## config.mk

```make
export PLATFORM = sky130hd
export DESIGN_NAME = aes_key_sched_serial_8bit_ulp
export DESIGN_NICKNAME = d
export VERILOG_FILES = /design/src/rtl/aes_ulp_pkg.sv /design/src/rtl/aes_sbox_comb_8bit.sv /design/src/rtl/aes_key_sched_serial_8bit_ulp.sv
export SDC_FILE = /design/constraint.sdc
export NUM_CORES = 1
export LEC_CHECK = 0
export ABC_AREA = 1
export BUFFER_PORTS_ARGS = -buffer_cell sky130_fd_sc_hd__buf_2
export CORE_UTILIZATION = 52
export DETAILED_ROUTE_END_ITERATION = 8
export PLACE_DENSITY = 0.68
export SLEW_MARGIN = 40
export SYNTH_ARGS = -nofsm -noshare
export SYNTH_HDL_FRONTEND = slang
export SYNTH_HIERARCHICAL = 1
export SYNTH_SLANG_ARGS = --single-unit
```

## constraint.sdc

```tcl
create_clock -name clk -period 9.9 [get_ports clk]
set_input_delay 0.99 -clock clk [delete_from_list [all_inputs] [get_ports clk]]
set_output_delay 0.99 -clock clk [all_outputs]
set_load 0.03 [all_outputs]
```

## src/rtl/aes_ulp_pkg.sv

```systemverilog
// aes_ulp_pkg: shared types and constants for the byte-serial AES-128 ULP core.
package aes_ulp_pkg;
    localparam int AES_KEY_BYTES  = 16;
    localparam int AES_LAST_ROUND = 10;
    typedef enum logic [1:0] {IDLE, LOAD, FWD, INV} state_e;
    localparam logic [7:0] RCON [11] = '{
        8'h00, 8'h01, 8'h02, 8'h04, 8'h08, 8'h10, 8'h20, 8'h40, 8'h80, 8'h1b, 8'h36
    };
    function automatic logic [7:0] rcon_lookup(input logic [3:0] r);
        return (r <= 4'd10) ? RCON[r] : 8'h00;
    endfunction
endpackage

```

## src/rtl/aes_sbox_comb_8bit.sv

```systemverilog
// aes_sbox_comb_8bit: combinational AES forward S-box, one byte in, one byte out.
module aes_sbox_comb_8bit (
    input  logic [7:0] in_i,
    output logic [7:0] out_o
);
    localparam logic [7:0] SBOX [256] = '{
        8'h63, 8'h7c, 8'h77, 8'h7b, 8'hf2, 8'h6b, 8'h6f, 8'hc5, 8'h30, 8'h01, 8'h67, 8'h2b, 8'hfe, 8'hd7, 8'hab, 8'h76,
        8'hca, 8'h82, 8'hc9, 8'h7d, 8'hfa, 8'h59, 8'h47, 8'hf0, 8'had, 8'hd4, 8'ha2, 8'haf, 8'h9c, 8'ha4, 8'h72, 8'hc0,
        8'hb7, 8'hfd, 8'h93, 8'h26, 8'h36, 8'h3f, 8'hf7, 8'hcc, 8'h34, 8'ha5, 8'he5, 8'hf1, 8'h71, 8'hd8, 8'h31, 8'h15,
        8'h04, 8'hc7, 8'h23, 8'hc3, 8'h18, 8'h96, 8'h05, 8'h9a, 8'h07, 8'h12, 8'h80, 8'he2, 8'heb, 8'h27, 8'hb2, 8'h75,
        8'h09, 8'h83, 8'h2c, 8'h1a, 8'h1b, 8'h6e, 8'h5a, 8'ha0, 8'h52, 8'h3b, 8'hd6, 8'hb3, 8'h29, 8'he3, 8'h2f, 8'h84,
        8'h53, 8'hd1, 8'h00, 8'hed, 8'h20, 8'hfc, 8'hb1, 8'h5b, 8'h6a, 8'hcb, 8'hbe, 8'h39, 8'h4a, 8'h4c, 8'h58, 8'hcf,
        8'hd0, 8'hef, 8'haa, 8'hfb, 8'h43, 8'h4d, 8'h33, 8'h85, 8'h45, 8'hf9, 8'h02, 8'h7f, 8'h50, 8'h3c, 8'h9f, 8'ha8,
        8'h51, 8'ha3, 8'h40, 8'h8f, 8'h92, 8'h9d, 8'h38, 8'hf5, 8'hbc, 8'hb6, 8'hda, 8'h21, 8'h10, 8'hff, 8'hf3, 8'hd2,
        8'hcd, 8'h0c, 8'h13, 8'hec, 8'h5f, 8'h97, 8'h44, 8'h17, 8'hc4, 8'ha7, 8'h7e, 8'h3d, 8'h64, 8'h5d, 8'h19, 8'h73,
        8'h60, 8'h81, 8'h4f, 8'hdc, 8'h22, 8'h2a, 8'h90, 8'h88, 8'h46, 8'hee, 8'hb8, 8'h14, 8'hde, 8'h5e, 8'h0b, 8'hdb,
        8'he0, 8'h32, 8'h3a, 8'h0a, 8'h49, 8'h06, 8'h24, 8'h5c, 8'hc2, 8'hd3, 8'hac, 8'h62, 8'h91, 8'h95, 8'he4, 8'h79,
        8'he7, 8'hc8, 8'h37, 8'h6d, 8'h8d, 8'hd5, 8'h4e, 8'ha9, 8'h6c, 8'h56, 8'hf4, 8'hea, 8'h65, 8'h7a, 8'hae, 8'h08,
        8'hba, 8'h78, 8'h25, 8'h2e, 8'h1c, 8'ha6, 8'hb4, 8'hc6, 8'he8, 8'hdd, 8'h74, 8'h1f, 8'h4b, 8'hbd, 8'h8b, 8'h8a,
        8'h70, 8'h3e, 8'hb5, 8'h66, 8'h48, 8'h03, 8'hf6, 8'h0e, 8'h61, 8'h35, 8'h57, 8'hb9, 8'h86, 8'hc1, 8'h1d, 8'h9e,
        8'he1, 8'hf8, 8'h98, 8'h11, 8'h69, 8'hd9, 8'h8e, 8'h94, 8'h9b, 8'h1e, 8'h87, 8'he9, 8'hce, 8'h55, 8'h28, 8'hdf,
        8'h8c, 8'ha1, 8'h89, 8'h0d, 8'hbf, 8'he6, 8'h42, 8'h68, 8'h41, 8'h99, 8'h2d, 8'h0f, 8'hb0, 8'h54, 8'hbb, 8'h16
    };
    assign out_o = SBOX[in_i];
endmodule

```

## src/rtl/aes_key_sched_serial_8bit_ulp.sv

```systemverilog
// aes_key_sched_serial_8bit_ulp: byte-serial AES-128 round-key generator,
// steps the held key one round forward or backward per command with one shared S-box.
module aes_key_sched_serial_8bit_ulp
    import aes_ulp_pkg::*;
#(
    parameter int SBOX_SHARE = 1
) (
    input  logic       clk,
    input  logic       rst,
    input  logic       load_start,
    input  logic [7:0] key_in,
    input  logic       key_in_valid,
    input  logic       step_fwd,
    input  logic       step_inv,
    input  logic       abort,
    input  logic [3:0] rk_rd_addr,
    output logic [7:0] rk_rd_data,
    output logic [3:0] round,
    output logic       key_valid,
    output logic       busy,
    output logic       done,
    output logic       err
);
    if (SBOX_SHARE != 1) begin : g_share_chk
        $error("SBOX_SHARE must be 1");
    end

    logic [7:0] key_q [AES_KEY_BYTES];
    state_e     state_q, state_d;
    logic [3:0] idx_q, idx_d, round_q, round_d;
    logic       key_valid_q, key_valid_d, done_q, done_d, err_q, err_d;
    logic       wr_en, stepping, sbox_phase, last_byte, fwd_ok, inv_ok;
    logic [7:0] sbox_in, sbox_out, rc, step_data, wr_data;
    logic [3:0] idx_next;

    assign stepping   = (state_q == FWD) || (state_q == INV);
    assign sbox_phase = stepping && (idx_q < 4'd4);
    // S-box input is parked at 00 outside the first-word bytes to stop toggling
    assign sbox_in    = sbox_phase ? key_q[{2'b11, idx_q[1:0] + 2'd1}] : 8'h00;

    aes_sbox_comb_8bit u_sbox (
        .in_i  (sbox_in),
        .out_o (sbox_out)
    );

    assign rc        = (idx_q == 4'd0) ? rcon_lookup((state_q == FWD) ? round_q + 4'd1 : round_q) : 8'h00;
    assign step_data = key_q[idx_q] ^ (sbox_phase ? (sbox_out ^ rc) : key_q[idx_q - 4'd4]);
    assign wr_data   = (state_q == LOAD) ? key_in : step_data;
    assign last_byte = (state_q == INV) ? (idx_q == 4'd3) : (idx_q == 4'd15);
    // Rewind order is 15..4 then 0..3 so each byte sees the neighbours it needs
    assign idx_next  = (state_q != INV) ? idx_q + 4'd1 :
                       (idx_q == 4'd4)  ? 4'd0 :
                       (idx_q > 4'd4)   ? idx_q - 4'd1 : idx_q + 4'd1;
    assign fwd_ok    = key_valid_q && (round_q < 4'(AES_LAST_ROUND));
    assign inv_ok    = key_valid_q && (round_q != 4'd0);

    always_comb begin
        state_d     = state_q;
        idx_d       = idx_q;
        round_d     = round_q;
        key_valid_d = key_valid_q;
        done_d      = 1'b0;
        err_d       = 1'b0;
        wr_en       = 1'b0;
        if (abort) begin
            state_d     = IDLE;
            idx_d       = 4'd0;
            key_valid_d = 1'b0;
        end else if (state_q == IDLE) begin
            if (load_start) begin
                state_d     = LOAD;
                idx_d       = 4'd0;
                key_valid_d = 1'b0;
            end else if (step_fwd) begin
                state_d = fwd_ok ? FWD : IDLE;
                idx_d   = 4'd0;
                err_d   = !fwd_ok;
            end else if (step_inv) begin
                state_d = inv_ok ? INV : IDLE;
                idx_d   = inv_ok ? 4'd15 : 4'd0;
                err_d   = !inv_ok;
            end
        end else begin
            err_d = load_start || step_fwd || step_inv;
            wr_en = (state_q == LOAD) ? key_in_valid : stepping;
            if (wr_en) begin
                idx_d = last_byte ? 4'd0 : idx_next;
                if (last_byte) begin
                    state_d     = IDLE;
                    done_d      = 1'b1;
                    key_valid_d = 1'b1;
                    round_d     = (state_q == LOAD) ? 4'd0 :
                                  (state_q == FWD)  ? round_q + 4'd1 : round_q - 4'd1;
                end
            end
        end
    end

    always_ff @(posedge clk or posedge rst) begin
        if (rst) begin
            state_q     <= IDLE;
            idx_q       <= 4'd0;
            round_q     <= 4'd0;
            key_valid_q <= 1'b0;
            done_q      <= 1'b0;
            err_q       <= 1'b0;
            for (int i = 0; i < AES_KEY_BYTES; i++) key_q[i] <= 8'h00;
        end else begin
            state_q     <= state_d;
            idx_q       <= idx_d;
            round_q     <= round_d;
            key_valid_q <= key_valid_d;
            done_q      <= done_d;
            err_q       <= err_d;
            if (wr_en) key_q[idx_q] <= wr_data;
        end
    end

    assign rk_rd_data = key_q[rk_rd_addr];
    assign round      = round_q;
    assign key_valid  = key_valid_q;
    assign busy       = (state_q != IDLE);
    assign done       = done_q;
    assign err        = err_q;
endmodule

```

==> results of run 1 <==
==> registers in the layout, indices dropped and copies added, names as in the netlist <==
register   count
key_q        128
idx_q          4
round          4
state_q        2
done           1
err            1
key_valid      1
==> power groups by stage <==
stage,Sequential (mW),Combinational [mW],Clock (mW)
6_report,0.665,0.590,0.657
3_3_place_gp,0.673,0.558,0
3_5_place_dp,0.673,0.567,0
2_1_floorplan,0.664,0.398,0
4_1_cts,0.663,0.570,0.664
5_1_grt,0.671,0.628,0.678
==> worst max-delay path by stage <==
stage                         from   endpoint  cells past startpoint  slack (ns)
after detailed placement  idx_q[1]  key_q[55]                     24        3.91
after global placement    idx_q[1]  key_q[39]                     24        3.72
after CTS                 idx_q[1]  key_q[39]                     24        3.87
after global routing      idx_q[1]  key_q[51]                     26        3.11
final                     idx_q[1]  key_q[22]                     24        3.51
after floorplan           idx_q[0]   key_q[0]                     30        4.66
==> per-stage QoR <==
step                setup slack (ns)  std cells  hold WS [ns]
floorplan                       4.66       2047         0.449
global placement                3.72       2285         0.465
detailed placement              3.91       2285         0.466
CTS                             3.87       2317         0.482
global route                    3.11       2317         0.495
finish                          3.51       2317         0.482
==> layer usage <==
layer | vias up | track usage | part of all wire
met2 | 1067 | 0.599 | 0.42
met3 | 151 | 0.130 | 0.15
met1 | 6839 | 0.571 | 0.39
met5 | - | 0 | 0
li1 | 6710 | - | -
met4 | 0 | 0.163 | 0.037
==> final cells by class <==
| cell class | count | area [sq um] |
|---|---|---|
| inverters | 144 | 547 |
| flip-flops and latches | 141 | 3530 |
| repair buffers | 53 | 322 |
| clock buffers | 17 | 425 |
| well taps | 319 | 399 |
| clock inverters | 15 | 149 |
| fillers | 2399 | 10300 |
| multi-input cells | 1628 | 7950 |
==> cell usage in the layout, fill, tap and decap left out, types with 7 or more instances in the layout <==
cell	synthesis	layout
a21oi_1	130	127
or2_2	16	16
nor2_2	19	19
a22oi_1	20	20
nor2_1	38	38
nand3_2	8	8
nand3b_1	13	13
o21ai_0	118	118
inv_2	20	21
nand2_1	703	703
dfrtp_1	141	140
inv_6	0	7
ha_1	26	26
nand3_1	425	425
nand2_2	8	8
mux2i_1	21	21
buf_4	11	20
clkbuf_16	0	17
inv_1	122	118
buf_2	46	32
o211ai_1	34	34
nand4_1	16	16
==> cells in the mapped netlist (16+ instances only) <==
| cell type | instances | share of area |
|---|---|---|
| nor2_1 | 38 | 0.011 |
| nor2_2 | 19 | 0.0094 |
| mux2i_1 | 21 | 0.017 |
| o21ai_0 | 118 | 0.047 |
| a21oi_1 | 130 | 0.052 |
| ha_1 | 26 | 0.026 |
| nand2_1 | 703 | 0.21 |
| inv_2 | 20 | 0.0060 |
| o211ai_1 | 34 | 0.020 |
| nand3_1 | 425 | 0.17 |
| clkbuf_1 | 55 | 0.016 |
| dfrtp_1 | 141 | 0.28 |
| a22oi_1 | 20 | 0.012 |
| nand4_1 | 16 | 0.0080 |
| buf_2 | 46 | 0.018 |
| inv_1 | 122 | 0.036 |
| buf_1 | 20 | 0.0060 |
| or2_2 | 16 | 0.0080 |
==> logic make-up (layout without fill, tap and decap cells) <==
logic type / Yosys count / in the layout / share of synthesized area
buf+inv: 278 / 229 / 0.0920
fa+ha+maj: 26 / 26 / 0.0259
flops: 141 / 141 / 0.280
xor+xnor: 5 / 5 / 0.00348
compound gates: 319 / 319 / 0.140
simple gates: 1256 / 1256 / 0.440
mux: 22 / 22 / 0.0176
==> critical path, delay by kind of cell, from the launching register on <==
| kind | cells | cell delay (ns) |
|---|---|---|
| fa+ha+maj | 1 | 0.49 |
| simple gates | 13 | 1.88 |
| flops | 1 | 0.34 |
| buf+inv | 6 | 2.78 |
| xor+xnor | 1 | 0.14 |
| compound gates | 3 | 0.54 |
==> impl_summary.txt, run 1 <==
----------------------------------------------------
[Final layout]
  Post-synthesis to final-layout area growth ... 5.88%
  Final instance area ... 0.0133 sq mm
  Finished Core Util ... 0.564
  Fraction of final layout cells sized beyond drive strength 1 ... 0.0861
  Number of diodes added for antenna fixing ... 0
  Count of nets after finishing ... 2030

[Power and ir drop]
  Total power ... about 1.9 mW
  Internal cell power ... 1.13 mW
  Worst IR drop on VDD ... roughly 0.12 mV
  Switching power of the nets ... approximately 780 uW
  Switching Fraction ... 0.410
  Share of power burned in the clock network ... 0.344
  Comb power frac ... 0.309
  Share of total power in sequential cells ... 0.348
  Leakage dissipation ... 6.62 nW
  Total power per unit cell area ... 144 mW/mm^2

[Timing]
  Total setup violations reported at the end of the flow ... 0
  Worst-case clock skew ... approximately 0.015 ns
  Headroom to the max-slew limit ... 0.422
  Actual transition at the worst max-transition pin ... approximately 0.86 ns
  Number of pins exceeding their max-slew limit in the final report ... 0
  Final Hold Violating Endpoints ... 0
  RSZ-0062 raised after global routing ... false
  Crit share post-route ... 0.645
  Top achievable clock speed ... 157 MHz
  Tmin final ... roughly 6.4 ns
  Total negative slack ... 0 ns

[Clocking]
  Clock tree from TritonCTS ... yes
  Latest clock arrival within the worst-skew pair ... roughly 0.44 ns
  Buffer depth of the longest clock path ... 2
  Clk Tree Root Cell ... clkbuf_16
  Total number of clock tree sinks ... around 140
  Number of buffers added by the clock tree synthesis step ... 17
  Buffer count from post-CTS setup fixing ... 0
  Clock-pin slew of the registers on the worst-case setup and hold paths ... roughly 0.070 ns
  Maximum level of the CTS H-tree ... 4
  CTS Hold Bufs ... 0
  Resized cells post-CTS ... 0

[Critical path]
  Kind of critical path ... reg -> reg
  Largest driver fanout on the critical path ... 68
  Library cell appearing most often on the critical path ... nand2_1
  Worst reg2reg path startpoint ... idx_q[1]
  End of the worst register-to-register path ... key_q[22]
  Type of origin of the critical path ... flip-flop
  Slowest CP cell ... clkinv_2
  Worst-case reg-to-reg path depth ... 24
  Worst setup slack for register-to-register paths ... between 3 and 4 ns
  Chain of cells forming the critical path ... buf_4 -> inv_1 -> ha_1 -> clkinv_1 -> a21oi_1 -> o21ai_0 -> a21oi_4 -> buf_4 -> clkinv_2 -> buf_4 -> or2_2 -> nand2_1 -> nand3_1 -> nand2_1 -> nand2_1 -> nand3_1 -> nand3_1 -> nand2_1 -> xor2_1 -> nand2_1 -> nand3_1 -> nand3_2 -> nand3_1 -> nand2_1
  Arr. time, crit path ... ~6.7 ns
  CP required ... 10.22 ns
  Stage delay of the slowest cell on the critical path ... roughly 0.82 ns
  Kind of end point of the critical path ... flip-flop

[Floorplan]
  Initial cell density of the core ... 0.533
  Die extent in x ... between 150 and 200 microns
  Number of primary I/O pins ... 35
  Area of the die ... between 0.02 and 0.025 sq mm
  Die Ht ... 158 microns
  Row count ... between 50 and 60
  Area of the placeable core ... roughly 0.024 sq mm

[Routing]
  Initial detailed-routing violation count ... 2391
  Remaining design rule violation count ... 0
  Post-detailed-route via-to-cell ratio ... 6.37
  Detail Route Antenna Nets ... 0
  Post-detailed-routing wire length ... roughly 51000 microns
  Overall via count from detail_route ... ~15000
  Detail-routed net length per standard cell ... about 22 microns
  1st-pass router iterations ... 7

[Yosys]
  Syn Std Cell Area ... approximately 0.013 sq mm
  Warnings, synthesis ... 6
  Sequential share of the synthesized area ... 0.280
  Number of instances in the synthesized netlist ... about 2000
  Syn_nets ... 2092
  Synthesized area per cell ... 6.15 sq um
  Number of enable-type register cells in the synthesized netlist ... 0
  Async SR Flop Fraction ... 1.00
  Total of flip-flops plus latches after synthesis ... about 140
  Predominant post-synthesis flop cell ... dfrtp_1
  Number of distinct standard cells referenced by the synthesized netlist ... 35

[Run status]
  Outcome ... complete, no violations

[Worst hold path]
  End point of the worst hold path ... key_q[66]
  Min-Delay Path Depth ... 2
  Hold WC Path Type ... reg -> reg
  Worst hold start ... key_q[66]

[GRT]
  Global-route wire length before repair ... approximately 77000 microns
  Number of global-route vias before repair ... roughly 13000
  Overflow left after global routing ... 0
  Total routing resource utilization after global routing ... 0.415
  Antenna violations before repair ... 0
  Pin count of the biggest net entering global routing ... 85

[Placed design]
  Number of input and output port buffers inserted ... 34
  Detailed Place HPWL ... between 30000 and 40000 microns
  Placer congestion estimate ... 1.02
  Placed cell areas ... approximately 0.013 sq mm

[Run]
  Total of max-cap violations ... 0

----------------------------------------------------
Note: power is estimated with default switching activity, not from simulation.
==> inputs of run 2 (changes only) <==
- clock period: 9.9 -> 5.9 ns (I/O delays scaled with it)
==> run 2 against run 1 <==
  * Highest routed layer unchanged
  * Sequential cell count unchanged
  * Combinational power increased by 69%
  * Clock-buffer cell count increased by 1
  * Sequential share of layout area decreased by 0.052 points
  * Setup slack got worse by 2.7 ns
  * Fmax increased by 25%
  * First-iteration DRC count decreased by 2.7%
  * Largest cell class unchanged
  * Design area increased by 0.20%
  * Clock skew increased by 0.0034 ns
  * Cell count increased by 0.13%
  * Die area unchanged
==> impl_summary.txt, run 2 (synthesis results as in run 1) <==
----------------------------------------------------
[Routing]
  Overall via count from detail_route ... ~15000
  Post-detailed-route via-to-cell ratio ... about 6.4
  Initial detailed-routing violation count ... about 2300
  Detail Route Antenna Nets ... 0
  Post-detailed-routing wire length ... between 50000 and 60000 microns
  Detail-routed net length per standard cell ... approximately 22 microns
  1st-pass router iterations ... 6
  Remaining design rule violation count ... 0

[Clocking]
  Buffer count from post-CTS setup fixing ... 0
  Clock tree from TritonCTS ... yes
  Clk Tree Root Cell ... clkbuf_16
  CTS Hold Bufs ... 0
  Maximum level of the CTS H-tree ... 4
  Latest clock arrival within the worst-skew pair ... 0.45 ns
  Buffer depth of the longest clock path ... 2
  Clock-pin slew of the registers on the worst-case setup and hold paths ... ~0.07 ns
  Total number of clock tree sinks ... 141
  Number of buffers added by the clock tree synthesis step ... 17
  Resized cells post-CTS ... 0

[Timing]
  Top achievable clock speed ... approximately 200 MHz
  Actual transition at the worst max-transition pin ... 0.815 ns
  Headroom to the max-slew limit ... 0.457
  Tmin final ... ~5.1 ns
  Final Hold Violating Endpoints ... 0
  RSZ-0062 raised after global routing ... false
  Number of pins exceeding their max-slew limit in the final report ... 0
  Total negative slack ... 0 ns
  Worst hold margin ... about 0.22 ns
  Worst-case clock skew ... 0.0185 ns
  Crit share post-route ... 0.867
  Total setup violations reported at the end of the flow ... 0

[Final layout]
  Leading cell types in the layout, fill and taps excluded ... nand2_1, nand3_1, dfrtp_1
  Count of nets after finishing ... between 2000 and 2500
  Most common cell after layout, fill and taps aside ... nand2_1
  Fraction of final layout cells sized beyond drive strength 1 ... 0.0875
  Number of standard cells in the layout, taps in and fillers out ... around 2300
  Largest register FFs ... about 130
  Finished Core Util ... 0.565
  Post-synthesis to final-layout area growth ... 6.09%
  Number of diodes added for antenna fixing ... 0
  Largest reg by FF count ... key_q

[Critical path]
  Largest driver fanout on the critical path ... 16
  Worst setup slack for register-to-register paths ... ~0.78 ns
  Kind of critical path ... reg -> reg
  Kind of end point of the critical path ... flip-flop
  Type of origin of the critical path ... flip-flop
  Arr. time, crit path ... roughly 5.5 ns
  CP required ... just over 6 ns

[GRT]
  Global-route wire length before repair ... between 70000 and 80000 microns
  Total routing resource utilization after global routing ... 0.420
  Antenna violations before repair ... 0
  Overflow left after global routing ... 0
  Pin count of the biggest net entering global routing ... 99
  Number of global-route vias before repair ... 13400

[Power and ir drop]
  Leakage dissipation ... between 6 and 7 nW
  Total power per unit cell area ... roughly 240 mW/mm^2
  Worst IR drop on VDD ... 0.228 mV

[Floorplan]
  Row count ... 56
  Area of the placeable core ... 0.0236 sq mm
  Die extent in x ... roughly 160 microns
  Initial cell density of the core ... 0.533
  Die Ht ... around 160 microns
  Area of the die ... 0.0248 sq mm
  Number of primary I/O pins ... 35

[Placed design]
  Placer congestion estimate ... around 1
  Placed Cells ... roughly 2300
  Detailed Place HPWL ... 34100 microns
  Number of input and output port buffers inserted ... 34

[Run]
  Total of max-cap violations ... 0

[Worst hold path]
  Hold WC Path Type ... in -> async

[Run status]
  Outcome ... complete, no violations

----------------------------------------------------
-- run 2: cell count changes in the layout (fill, tap and decap cells not counted), sizes merged --
cell	delta
buf	+3
clkinv	+2
bufinv	-1
clkbuf	+1
clkinvlp	-1
inv	-1
-- run 2: metal layers --
metal,track usage,share of wire
met1,0.602,0.41
met3,0.115,0.14
met5,0,0
met4,0.173,0.038
met2,0.588,0.41
-- run 2: cell type report --
class / count / area [sq um]
fill: 2377 / 10300
multi-input combinational: 1628 / 7950
sequential: 141 / 3530
inverter: 144 / 551
clock buffer: 18 / 439
tap: 319 / 399
timing repair buffer: 56 / 358
clock inverter: 14 / 125
-- run 2: stage by stage --
stage / power (mW) / instance area [sq um] / setup slack (ns)
floorplan: 1.78 / 12600 / 0.657
global route: 3.31 / 13300 / 0.512
finish: 3.19 / 13300 / 0.783
global placement: 2.07 / 12800 / 1.04
CTS: 3.15 / 13300 / 1.03
detailed placement: 2.08 / 12800 / 1.02
-- run 2: report_power, final --
part | switching [mW] | internal (mW)
Sequential | 0.0636 | 1.05
Combinational | 0.746 | 0.249
Clock | 0.522 | 0.565
Total | 1.33 | 1.86
-- run 2: critical path, stage by stage (launching register included) --
cell	delay, ns
dfrtp_2	0.38
inv_2	0.05
ha_1	0.26
buf_4	0.17
clkinv_1	0.32
a21oi_1	0.23
o21ai_0	0.10
a21oi_1	0.15
buf_4	0.25
inv_2	0.14
ha_1	0.46
nand2_1	0.30
nand3_1	0.35
nand3_1	0.18
nand3_1	0.11
nand3_1	0.20
nand3_1	0.12
nand2_1	0.07
xor2_1	0.23
nand2_1	0.15
nand3_1	0.13
nand3_2	0.36
nand3_1	0.21
nand2_1	0.06
-- run 2: worst paths after layout --
kind,cells after the start,start,to
max in group asynchronous,3,rst,key_q[29]
max reg2reg,23,idx_q[0],key_q[32]
min reg2reg,2,key_q[85],key_q[85]
min in group clk,3,load_start,err
min,2,rst,key_valid
max,23,idx_q[0],key_q[32]
